$ cat config.mk
export PLATFORM = sky130hd
export DESIGN_NAME = adc_scan_uart_tx
export DESIGN_NICKNAME = d
export VERILOG_FILES = /design/src/rtl/adc_scan_uart_tx.sv
export SDC_FILE = /design/constraint.sdc
export NUM_CORES = 1
export LEC_CHECK = 0
export BUFFER_PORTS_ARGS = -buffer_cell sky130_fd_sc_hd__buf_2
export CAP_MARGIN = 20
export CORE_UTILIZATION = 56
export CTS_CLUSTER_SIZE = 8
export DETAILED_ROUTE_END_ITERATION = 8
export PLACE_DENSITY_LB_ADDON = 0.12
export SLEW_MARGIN = 30
export SYNTH_ARGS = -nofsm -noshare
export SYNTH_HDL_FRONTEND = slang
export SYNTH_SLANG_ARGS = --single-unit
export TNS_END_PERCENT = 100
$ cat constraint.sdc
create_clock -name clock -period 2.2 [get_ports clock]
set_clock_uncertainty 0.15 [all_clocks]
set_input_delay 0.22 -clock clock [delete_from_list [all_inputs] [get_ports clock]]
set_output_delay 0.22 -clock clock [all_outputs]
set_load 0.02 [all_outputs]
$ cat src/rtl/adc_scan_uart_tx.sv
// Channel scanner driving an external mux/ADC plus async serial sender.
// Conversion of the next sample overlaps transmission of the current one.
module adc_scan_uart_tx #(
  parameter int DATA_W     = 8,
  parameter int NUM_CH     = 8,
  parameter int CH_W       = 4,
  parameter int BAUD_DIV   = 104,
  parameter int PARITY_EN  = 0,
  parameter int PARITY_ODD = 0
) (
  input  logic              clock,
  input  logic              reset,
  input  logic              eoc,
  input  logic [DATA_W-1:0] data_in,
  input  logic              dsr,
  output logic              mux_en,
  output logic [CH_W-1:0]   canale,
  output logic              soc,
  output logic              load_dato,
  output logic              data_out,
  output logic              tx_busy,
  output logic              error
);

  localparam int BW   = $clog2(BAUD_DIV);
  localparam int BITW = (DATA_W > 1) ? $clog2(DATA_W) : 1;

  localparam logic [2:0] S_MUX    = 3'd0;
  localparam logic [2:0] S_SETTLE = 3'd1;
  localparam logic [2:0] S_SOC    = 3'd2;
  localparam logic [2:0] S_WAIT   = 3'd3;
  localparam logic [2:0] S_NEXT   = 3'd4;

  localparam logic [2:0] T_IDLE  = 3'd0;
  localparam logic [2:0] T_START = 3'd1;
  localparam logic [2:0] T_DATA  = 3'd2;
  localparam logic [2:0] T_PAR   = 3'd3;
  localparam logic [2:0] T_STOP  = 3'd4;

  logic [2:0]        s_state;
  logic [2:0]        t_state;
  logic [DATA_W-1:0] buf_q;
  logic              buf_full;
  logic [DATA_W-1:0] shift_q;
  logic              par_q;
  logic [BW-1:0]     baud_q;
  logic [BITW-1:0]   bit_q;

  logic bit_end;
  logic stop_end;
  logic tx_free;
  logic tx_load;
  logic capture;

  // Handshake decode shared by scanner, buffer and sender
  always_comb begin
    bit_end  = (baud_q == BW'(BAUD_DIV - 1));
    stop_end = (t_state == T_STOP) && bit_end;
    tx_free  = (t_state == T_IDLE) || stop_end;
    tx_load  = tx_free && buf_full && dsr;
    capture  = (s_state == S_WAIT) && !eoc && !buf_full;
  end

  // Scanner: select channel, start conversion, capture when buffer free
  always_ff @(posedge clock) begin
    if (reset) begin
      s_state   <= S_MUX;
      mux_en    <= 1'b0;
      soc       <= 1'b0;
      load_dato <= 1'b0;
      canale    <= '0;
    end else begin
      load_dato <= 1'b0;
      unique case (s_state)
        S_MUX: begin
          mux_en  <= 1'b1;
          s_state <= S_SETTLE;
        end
        S_SETTLE: s_state <= S_SOC;
        S_SOC: begin
          soc     <= 1'b1;
          s_state <= S_WAIT;
        end
        S_WAIT: begin
          if (capture) begin
            load_dato <= 1'b1;
            mux_en    <= 1'b0;
            s_state   <= S_NEXT;
          end
        end
        S_NEXT: begin
          soc     <= 1'b0;
          s_state <= S_MUX;
          if (canale == CH_W'(NUM_CH - 1))
            canale <= '0;
          else
            canale <= canale + 1'b1;
        end
        default: s_state <= S_MUX;
      endcase
    end
  end

  // One-entry holding buffer between scanner and sender
  always_ff @(posedge clock) begin
    if (reset) begin
      buf_full <= 1'b0;
      buf_q    <= '0;
    end else if (capture) begin
      buf_full <= 1'b1;
      buf_q    <= data_in;
    end else if (tx_load) begin
      buf_full <= 1'b0;
    end
  end

  // Sender: start, data MSB first, optional parity, stop; chains frames
  always_ff @(posedge clock) begin
    if (reset) begin
      t_state  <= T_IDLE;
      baud_q   <= '0;
      bit_q    <= '0;
      shift_q  <= '0;
      par_q    <= 1'b0;
      data_out <= 1'b1;
      tx_busy  <= 1'b0;
      error    <= 1'b0;
    end else if (tx_load) begin
      t_state  <= T_START;
      baud_q   <= '0;
      bit_q    <= '0;
      shift_q  <= buf_q;
      par_q    <= (^buf_q) ^ 1'(PARITY_ODD);
      data_out <= 1'b0;
      tx_busy  <= 1'b1;
      error    <= 1'b0;
    end else if (tx_free) begin
      t_state  <= T_IDLE;
      baud_q   <= '0;
      data_out <= 1'b1;
      tx_busy  <= 1'b0;
      if (buf_full)
        error <= 1'b1;
    end else if (bit_end) begin
      baud_q <= '0;
      unique case (t_state)
        T_START: begin
          t_state  <= T_DATA;
          data_out <= shift_q[DATA_W-1];
          shift_q  <= shift_q << 1;
          bit_q    <= '0;
        end
        T_DATA: begin
          if (bit_q == BITW'(DATA_W - 1)) begin
            if (PARITY_EN != 0) begin
              t_state  <= T_PAR;
              data_out <= par_q;
            end else begin
              t_state  <= T_STOP;
              data_out <= 1'b1;
            end
          end else begin
            data_out <= shift_q[DATA_W-1];
            shift_q  <= shift_q << 1;
            bit_q    <= bit_q + 1'b1;
          end
        end
        T_PAR: begin
          t_state  <= T_STOP;
          data_out <= 1'b1;
        end
        default: t_state <= T_IDLE;
      endcase
    end else begin
      baud_q <= baud_q + BW'(1);
    end
  end

endmodule

==> results of run 1 <==
[sequential cells by signal, indices dropped and copies added, names as in the netlist, 3 cells and up]
signal,count
bit_q,3
baud_q,7
shift_q,8
canale,4
s_state,3
buf_q,8
t_state,3
[placed cells by master, fill, tap and decap left out, drive strengths merged, types with 3 or more instances in the layout]
cell / Yosys / routed
dfxtp: 43 / 43
nor2: 25 / 25
buf: 9 / 25
mux2i: 18 / 18
nor3: 13 / 13
nand2: 11 / 11
a21oi: 11 / 11
a211oi: 10 / 10
dlygate4sd3: 0 / 8
nand3: 7 / 7
o21ai: 6 / 6
clkbuf: 3 / 6
inv: 5 / 5
ha: 4 / 4
xnor2: 3 / 3
xor2: 3 / 3
a31oi: 3 / 3
nor3b: 3 / 3
[power by group through the flow]
| stage | Clock (mW) | Sequential, mW | Combinational (mW) |
|---|---|---|---|
| 3_5_place_dp | 0 | 0.830 | 0.0815 |
| 6_report | 0.472 | 0.813 | 0.0924 |
| 2_1_floorplan | 0 | 0.833 | 0.0514 |
| 5_1_grt | 0.513 | 0.816 | 0.102 |
| 3_3_place_gp | 0 | 0.829 | 0.0781 |
| 4_1_cts | 0.479 | 0.813 | 0.0922 |
[cells by family after synthesis]
family / synth area share
buffers and inverters: 0.0495
DFF: 0.460
and+or+nand+nor: 0.205
adders and majority gates: 0.0268
xor gates and xnor gates: 0.0281
AOI/OAI and AO/OA: 0.134
muxes: 0.0963
[stage by stage]
step           hold slack [ps]  setup WS [ps]  total power, mW  area [µm²]  std cells
2_1_floorplan              214            307            0.884        1870        197
3_3_place_gp               281            346            0.907        1990        254
3_5_place_dp               310            231            0.911        1990        254
4_1_cts                   58.8            202             1.38        2140        269
5_1_grt                   66.3           69.5             1.43        2140        269
6_report                  71.7            202             1.38        2140        269
[tightest hold or removal path, cell delays in order]
cell	delay [ps]
buf_2	80
or4_1	170
nor2_1	60
[metal layers]
metal,up-vias,part of all wire,global-route usage,wire (µm)
met1,695,0.48,0.295,1710
met5,-,0,0,0
met3,9,0.033,0.0476,120
li1,756,-,-,-
met2,33,0.47,0.395,1690
met4,0,0.019,0.120,68
[worst max path at each step]
stage                     startpoint         end  slack [ps]
final                       bit_q[0]  shift_q[2]         200
after CTS                   bit_q[0]  shift_q[2]         200
after floorplan             bit_q[0]    bit_q[0]         310
after detailed placement    bit_q[0]  shift_q[2]         230
after global routing        bit_q[0]  shift_q[6]          70
after global placement      bit_q[0]    bit_q[0]         350
[area by class of cell]
type / count / area share
clock buffers: 6 / 0.0193
clock inverters: 1 / 0.0140
inverters: 5 / 0.00878
multi-input cells: 137 / 0.429
flip-flops and latches: 43 / 0.403
well taps: 44 / 0.0257
repair buffers: 33 / 0.101
==> metrics.md, run 1 <==
| Metric | Value |
|---|---|
| Sequential area share after synthesis | `0.460` |
| Cts bufs inserted | `5` |
| Min-delay src | `eoc` |
| # setup viols final | `0` |
| Clock Path Buffers | `2` |
| Clock share of power | `0.343` |
| Most frequent cells after synthesis | `dfxtp_1 (43), nor2_1 (24), mux2i_1 (18)` |
| DR DRC count | `0` |
| Top_reg_cell synth | `dfxtp_1` |
| Crit-path slowest cell | `dfxtp_1` |
| FF/Latch Area | `861 µm²` |
| First-pass GRT wire length | `6490 µm` |
| CP dominant cell by count | `ha_1` |
| Total core area | `0.00310 mm²` |
| Avg WL per Cell | `13.3 µm` |
| Fin crit period | `2000 ps` |
| CTS tree | `yes` |
| Reg2reg path depth | `7` |
| Data required, critical path | `2310 ps` |
| Post-CTS resize count | `0` |
| Sink Count | `43` |
| Count of pins over their slew limit | `0` |
| Crit share post-route | `0.908` |
| Effective utilization at floorplan | `0.603` |
| CP startpoint kind | `register` |
| Setup TNS | `0 ps` |
| H-tree lvl count | `2` |
| Hold endpoint | `s_state[2]` |
| # rows | `20` |
| GRT Util Overall | `0.239` |
| Util after Layout | `0.689` |
| Combinational Power Share | `0.067` |
| Leakage | `0.932 nW` |
| Critical Path AT | `2110 ps` |
| HP Class | `in2reg` |
| Area grow syn2layout | `14.3%` |
| Post-CTS Hold Buffers | `8` |
| Count leader, synth | `dfxtp_1` |
| Hold-critical path depth | `3` |
| Slowest stage delay, CP | `350 ps` |
| Ys async rst share | `0` |
| Dpl hpwl | `2550 µm` |
| Post-route ant nets | `0` |
| Share of layout cells above drive strength 1 | `0.169` |
| CP Max Fanout | `12` |
| Via/cell ratio | `5.55` |
| Syn_nets | `213` |
| Hold Vio Cnt, Final | `0` |
| Io pins | `22` |
| CP delay by family, top | `adder cells` |
| Post-Synthesis Cells | `197` |
| Footprint of the multi-input gates | `917 µm²` |
| Initial drt markers | `88` |
| Worst vdd ir | `0.000575 V` |
| Via Count | `1493` |
| Int Power | `1.07 mW` |
| Critical R2R Capture | `shift_q[2]` |
| Buffers on Ports | `21` |
| Outcome | `completed` |
| Synth unique cells | `39` |
| Seq cells post-synth | `43` |
| TritonRoute pass-1 iters | `4` |
| EDFF count, synth | `0` |
| Largest net degree at the start of global routing | `30` |
| Fillers | `269` |
| Fmax | `500 MHz` |
| Yosys top cell by area | `dfxtp_1` |
| Worst-Margin Slew | `527 ps` |
| Sw power | `304 µW` |
| Synth Cell Area | `0.00187 mm²` |
| Root Driver | `clkbuf_4` |
| Diode count | `0` |
| CP Cell Sequence | `ha_1, ha_1, nor4b_4, o211ai_2, buf_4, mux2i_1, a211oi_1` |
| Die ar. | `0.00358 mm²` |
| Crit. End Element | `register` |
| Die H | `59.8 µm` |
| Clk Latency, worst-skew pair | `350 ps` |
| Post-Route WL | `3590 µm` |
| Power per Cell Area | `644 mW/mm²` |
| RePlAce Congestion | `0.879` |
| Worst-path clk slew | `120 ps` |
| Postcts setup bufs | `0` |
| Total Nets Final | `241` |
| FF-to-FF setup slack | `200 ps` |
| DIE WIDTH | `59.8 µm` |
| WP buf/inv | `1` |
| Area share of the largest cell type after synthesis | `0.460` |
| Sw Share | `0.220` |
| Vias in the first global route | `1542` |
| Warnings, synthesis | `0` |
| Slew HR | `0.649` |
| Grt total ovfl | `0` |
| Synth area leaders | `dfxtp_1 (46%), mux2i_1 (9.6%), nor2_1 (4.8%), a211oi_1 (3.6%), nor3_1 (3.5%)` |
| WP depth | `7` |
| Sequential share of power | `0.590` |
| Antenna violations before repair | `0` |
| CP Class | `reg2reg` |
| Max-cap violations | `0` |
| Unrepaired setup endpoints after global routing | `false` |
| Post-Syn Area per Cell | `9.50 µm²` |
| Reg2Reg Launch Point | `bit_q[0]` |
Power figures use the tool's default switching activity.
==> run 2, diff against run 1 <==
==> constraint.sdc (replaced) <==
create_clock -name clock -period 2.2 [get_ports clock]
set_clock_uncertainty 0.15 [all_clocks]
set_input_delay 0 -clock clock [delete_from_list [all_inputs] [get_ports clock]]
set_output_delay 0 -clock clock [all_outputs]
set_load 0.02 [all_outputs]
==> run 2 against run 1 <==
Worst hold slack worse by 28 ps. Setup slack better by 15 ps. Via count grew 2.0%. Count of clock-buffer cells in the layout is the same. Sequential share of layout area up 0.33 points. Core utilization decreased by 0.56 points. Critical path depth is the same. Routed wire length grew 0.86%. Clock power fell by 28%. Critical endpoint unchanged.
==> metrics.md, run 2 (synthesized netlist as in run 1, its figures left out) <==
| Metric | Value |
|---|---|
| Clock Path Buffers | `2 (unchanged)` |
| CP dominant cell by count | `ha_1 (unchanged)` |
| RePlAce Congestion | `0.874 (was 0.879)` |
| Clk Latency, worst-skew pair | `340 ps (was 350 ps)` |
| Grt total ovfl | `0 (unchanged)` |
| Min-delay src | `reset (was eoc)` |
| HP Class | `in2reg (unchanged)` |
| Vias in the first global route | `1487 (was 1542)` |
| CP Max Fanout | `12 (unchanged)` |
| Sink Count | `43 (unchanged)` |
| Fmax | `504 MHz (was 500 MHz)` |
| CP Cell Sequence | `ha_1, ha_1, nor4b_4, o211ai_2, buf_4, mux2i_1, a211oi_1 (unchanged)` |
| Post-route ant nets | `0 (unchanged)` |
| Worst vdd ir | `0.000404 V (was 0.000575 V)` |
| Buffers on Ports | `21 (unchanged)` |
| H-tree lvl count | `2 (unchanged)` |
| Fillers | `274 (was 269)` |
| Initial drt markers | `37 (was 88)` |
| Worst-Margin Slew | `693 ps (was 527 ps)` |
| Met1 usage | `0.305 (was 0.295)` |
| # setup viols final | `0 (unchanged)` |
| Outcome | `completed (unchanged)` |
| Leakage | `0.921 nW (was 0.932 nW)` |
| Root Driver | `clkbuf_4 (unchanged)` |
| Dpl hpwl | `2510 µm (was 2550 µm)` |
| Avg WL per Cell | `13.5 µm (was 13.3 µm)` |
| Share of layout cells above drive strength 1 | `0.160 (was 0.169)` |
| Diode count | `0 (unchanged)` |
| Post-CTS resize count | `0 (unchanged)` |
| Largest net degree at the start of global routing | `40 (was 30)` |
| Count of pins over their slew limit | `0 (unchanged)` |
| Hold Vio Cnt, Final | `0 (unchanged)` |
| Die H | `59.8 µm (unchanged)` |
| Max-cap violations | `0 (unchanged)` |
| GRT Util Overall | `0.241 (was 0.239)` |
| Setup TNS | `0 ps (unchanged)` |
| Crit-path slowest cell | `dfxtp_1 (unchanged)` |
| Slew HR | `0.538 (was 0.649)` |
| Crit. End Element | `register (unchanged)` |
| Antenna violations before repair | `0 (unchanged)` |
| Unrepaired setup endpoints after global routing | `false (unchanged)` |
| First-pass GRT wire length | `6460 µm (was 6490 µm)` |
| Final Hold Slack | `43.6 ps (was 71.7 ps)` |
| Fin crit period | `1980 ps (was 2000 ps)` |
| Hold endpoint | `canale[2] (was s_state[2])` |
| Area grow syn2layout | `13.4% (was 14.3%)` |
| Critical R2R Capture | `shift_q[2] (unchanged)` |
| Power per Cell Area | `587 mW/mm² (was 644 mW/mm²)` |
| DR DRC count | `0 (unchanged)` |
| Die ar. | `0.00358 mm² (unchanged)` |
| Io pins | `22 (unchanged)` |
| CTS tree | `yes (unchanged)` |
| Data required, critical path | `2300 ps (was 2310 ps)` |
| Commonest non-fill, non-tap cell in the layout | `dfxtp_1 (unchanged)` |
| Worst-path clk slew | `120 ps (about the same)` |
| DIE WIDTH | `59.8 µm (unchanged)` |
| Cts bufs inserted | `5 (unchanged)` |
| TritonRoute pass-1 iters | `4 (unchanged)` |
| Slowest stage delay, CP | `350 ps (about the same)` |
| Reg2reg path depth | `7 (unchanged)` |
| Hold-critical path depth | `2 (was 3)` |
| Via Count | `1523 (was 1493)` |
| FF-to-FF setup slack | `220 ps (was 200 ps)` |
| Effective utilization at floorplan | `0.603 (unchanged)` |
| Met2 Use GR | `0.402 (was 0.395)` |
| Reg2Reg Launch Point | `bit_q[0] (unchanged)` |
| Total core area | `0.00310 mm² (unchanged)` |
| Commonest cells after routing, fill and taps aside | `dfxtp_1 (43), nor2_1 (24), buf_2 (21) (unchanged)` |
| # rows | `20 (unchanged)` |
| Crit share post-route | `0.902 (was 0.908)` |
| Critical Path AT | `2090 ps (was 2110 ps)` |
| Grt peak-use layer | `met2 (unchanged)` |
| CP Class | `reg2reg (unchanged)` |
| Largest registers | `buf_q: 8 flops, shift_q: 8 flops, baud_q: 7 flops (unchanged)` |
| Postcts setup bufs | `0 (unchanged)` |
| Total Nets Final | `242 (was 241)` |
| Via/cell ratio | `5.66 (was 5.55)` |
| CP startpoint kind | `register (unchanged)` |
| Met3 Usage GRT | `0.0584 (was 0.0476)` |
| Post-Route WL | `3620 µm (was 3590 µm)` |
run 2: changes by cell type in the layout (fill, tap and decap cells not counted):
| cell | before | now |
|---|---|---|
| buf_4 | 4 | 3 |
| bufinv_16 | 1 | 0 |
| dlygate4sd3_1 | 8 | 10 |
run 2: report_power, final:
group          switching [mW]  total, mW  internal [mW]  leakage [nW]
Combinational          0.0507     0.0941         0.0434         0.549
Sequential             0.0160      0.813          0.797         0.348
Clock                   0.225      0.339          0.114        0.0242
run 2: final cells by class:
cell class | count | area [µm²] | area share
Clock buffer | 6 | 41.3 | 0.0195
Inverter | 5 | 18.8 | 0.00885
Multi-Input combinational cell | 137 | 917 | 0.432
Sequential cell | 43 | 861 | 0.406
Tap cell | 44 | 55.1 | 0.0260
Timing Repair Buffer | 34 | 228 | 0.107
run 2: how the worst max path moves through the flow:
| stage | startpoint | endpoint | slack, ps | cells past startpoint |
|---|---|---|---|---|
| 4_1_cts | bit_q[0] | shift_q[2] | 200 | 7 |
| 2_1_floorplan | bit_q[0] | bit_q[0] | 310 | 6 |
| 3_3_place_gp | bit_q[0] | bit_q[0] | 350 | 6 |
| 3_5_place_dp | bit_q[0] | shift_q[2] | 230 | 7 |
| 5_1_grt | bit_q[0] | shift_q[2] | 40 | 7 |
| 6_report | bit_q[0] | shift_q[2] | 220 | 7 |
run 2: per-stage QoR:
step / setup WS [ps] / cell area (µm²) / power, mW / util / cells
floorplan: 307 / 1870 / 0.884 / - / 197
detailed placement: 234 / 1980 / 0.910 / 0.638 / 253
finish: 217 / 2120 / 1.25 / 0.683 / 269
CTS: 203 / 2120 / 1.25 / 0.683 / 269
global route: 43.2 / 2120 / 1.30 / 0.683 / 269
global placement: 346 / 1980 / 0.905 / 0.638 / 253
run 2: routing by layer:
layer  vias up  share of wire
met1       736           0.48
met3         6          0.030
met4         0          0.012
met2        24           0.48
li1        757              -
met5         -              0
run 2: worst max-delay path, delay by kind of cell, from the launching register on:
| kind | cells | cell delay (ps) |
|---|---|---|
| and+or+nand+nor | 1 | 230 |
| AOI/OAI and AO/OA | 2 | 370 |
| buffers and inverters | 1 | 220 |
| adders and majority gates | 2 | 430 |
| muxes | 1 | 140 |
| DFF | 1 | 350 |
run 2: what timing repair did:
action,CTS,global route
hold endpoints to repair,11,0
setup endpoints to repair,0,0
hold buffers,10,0
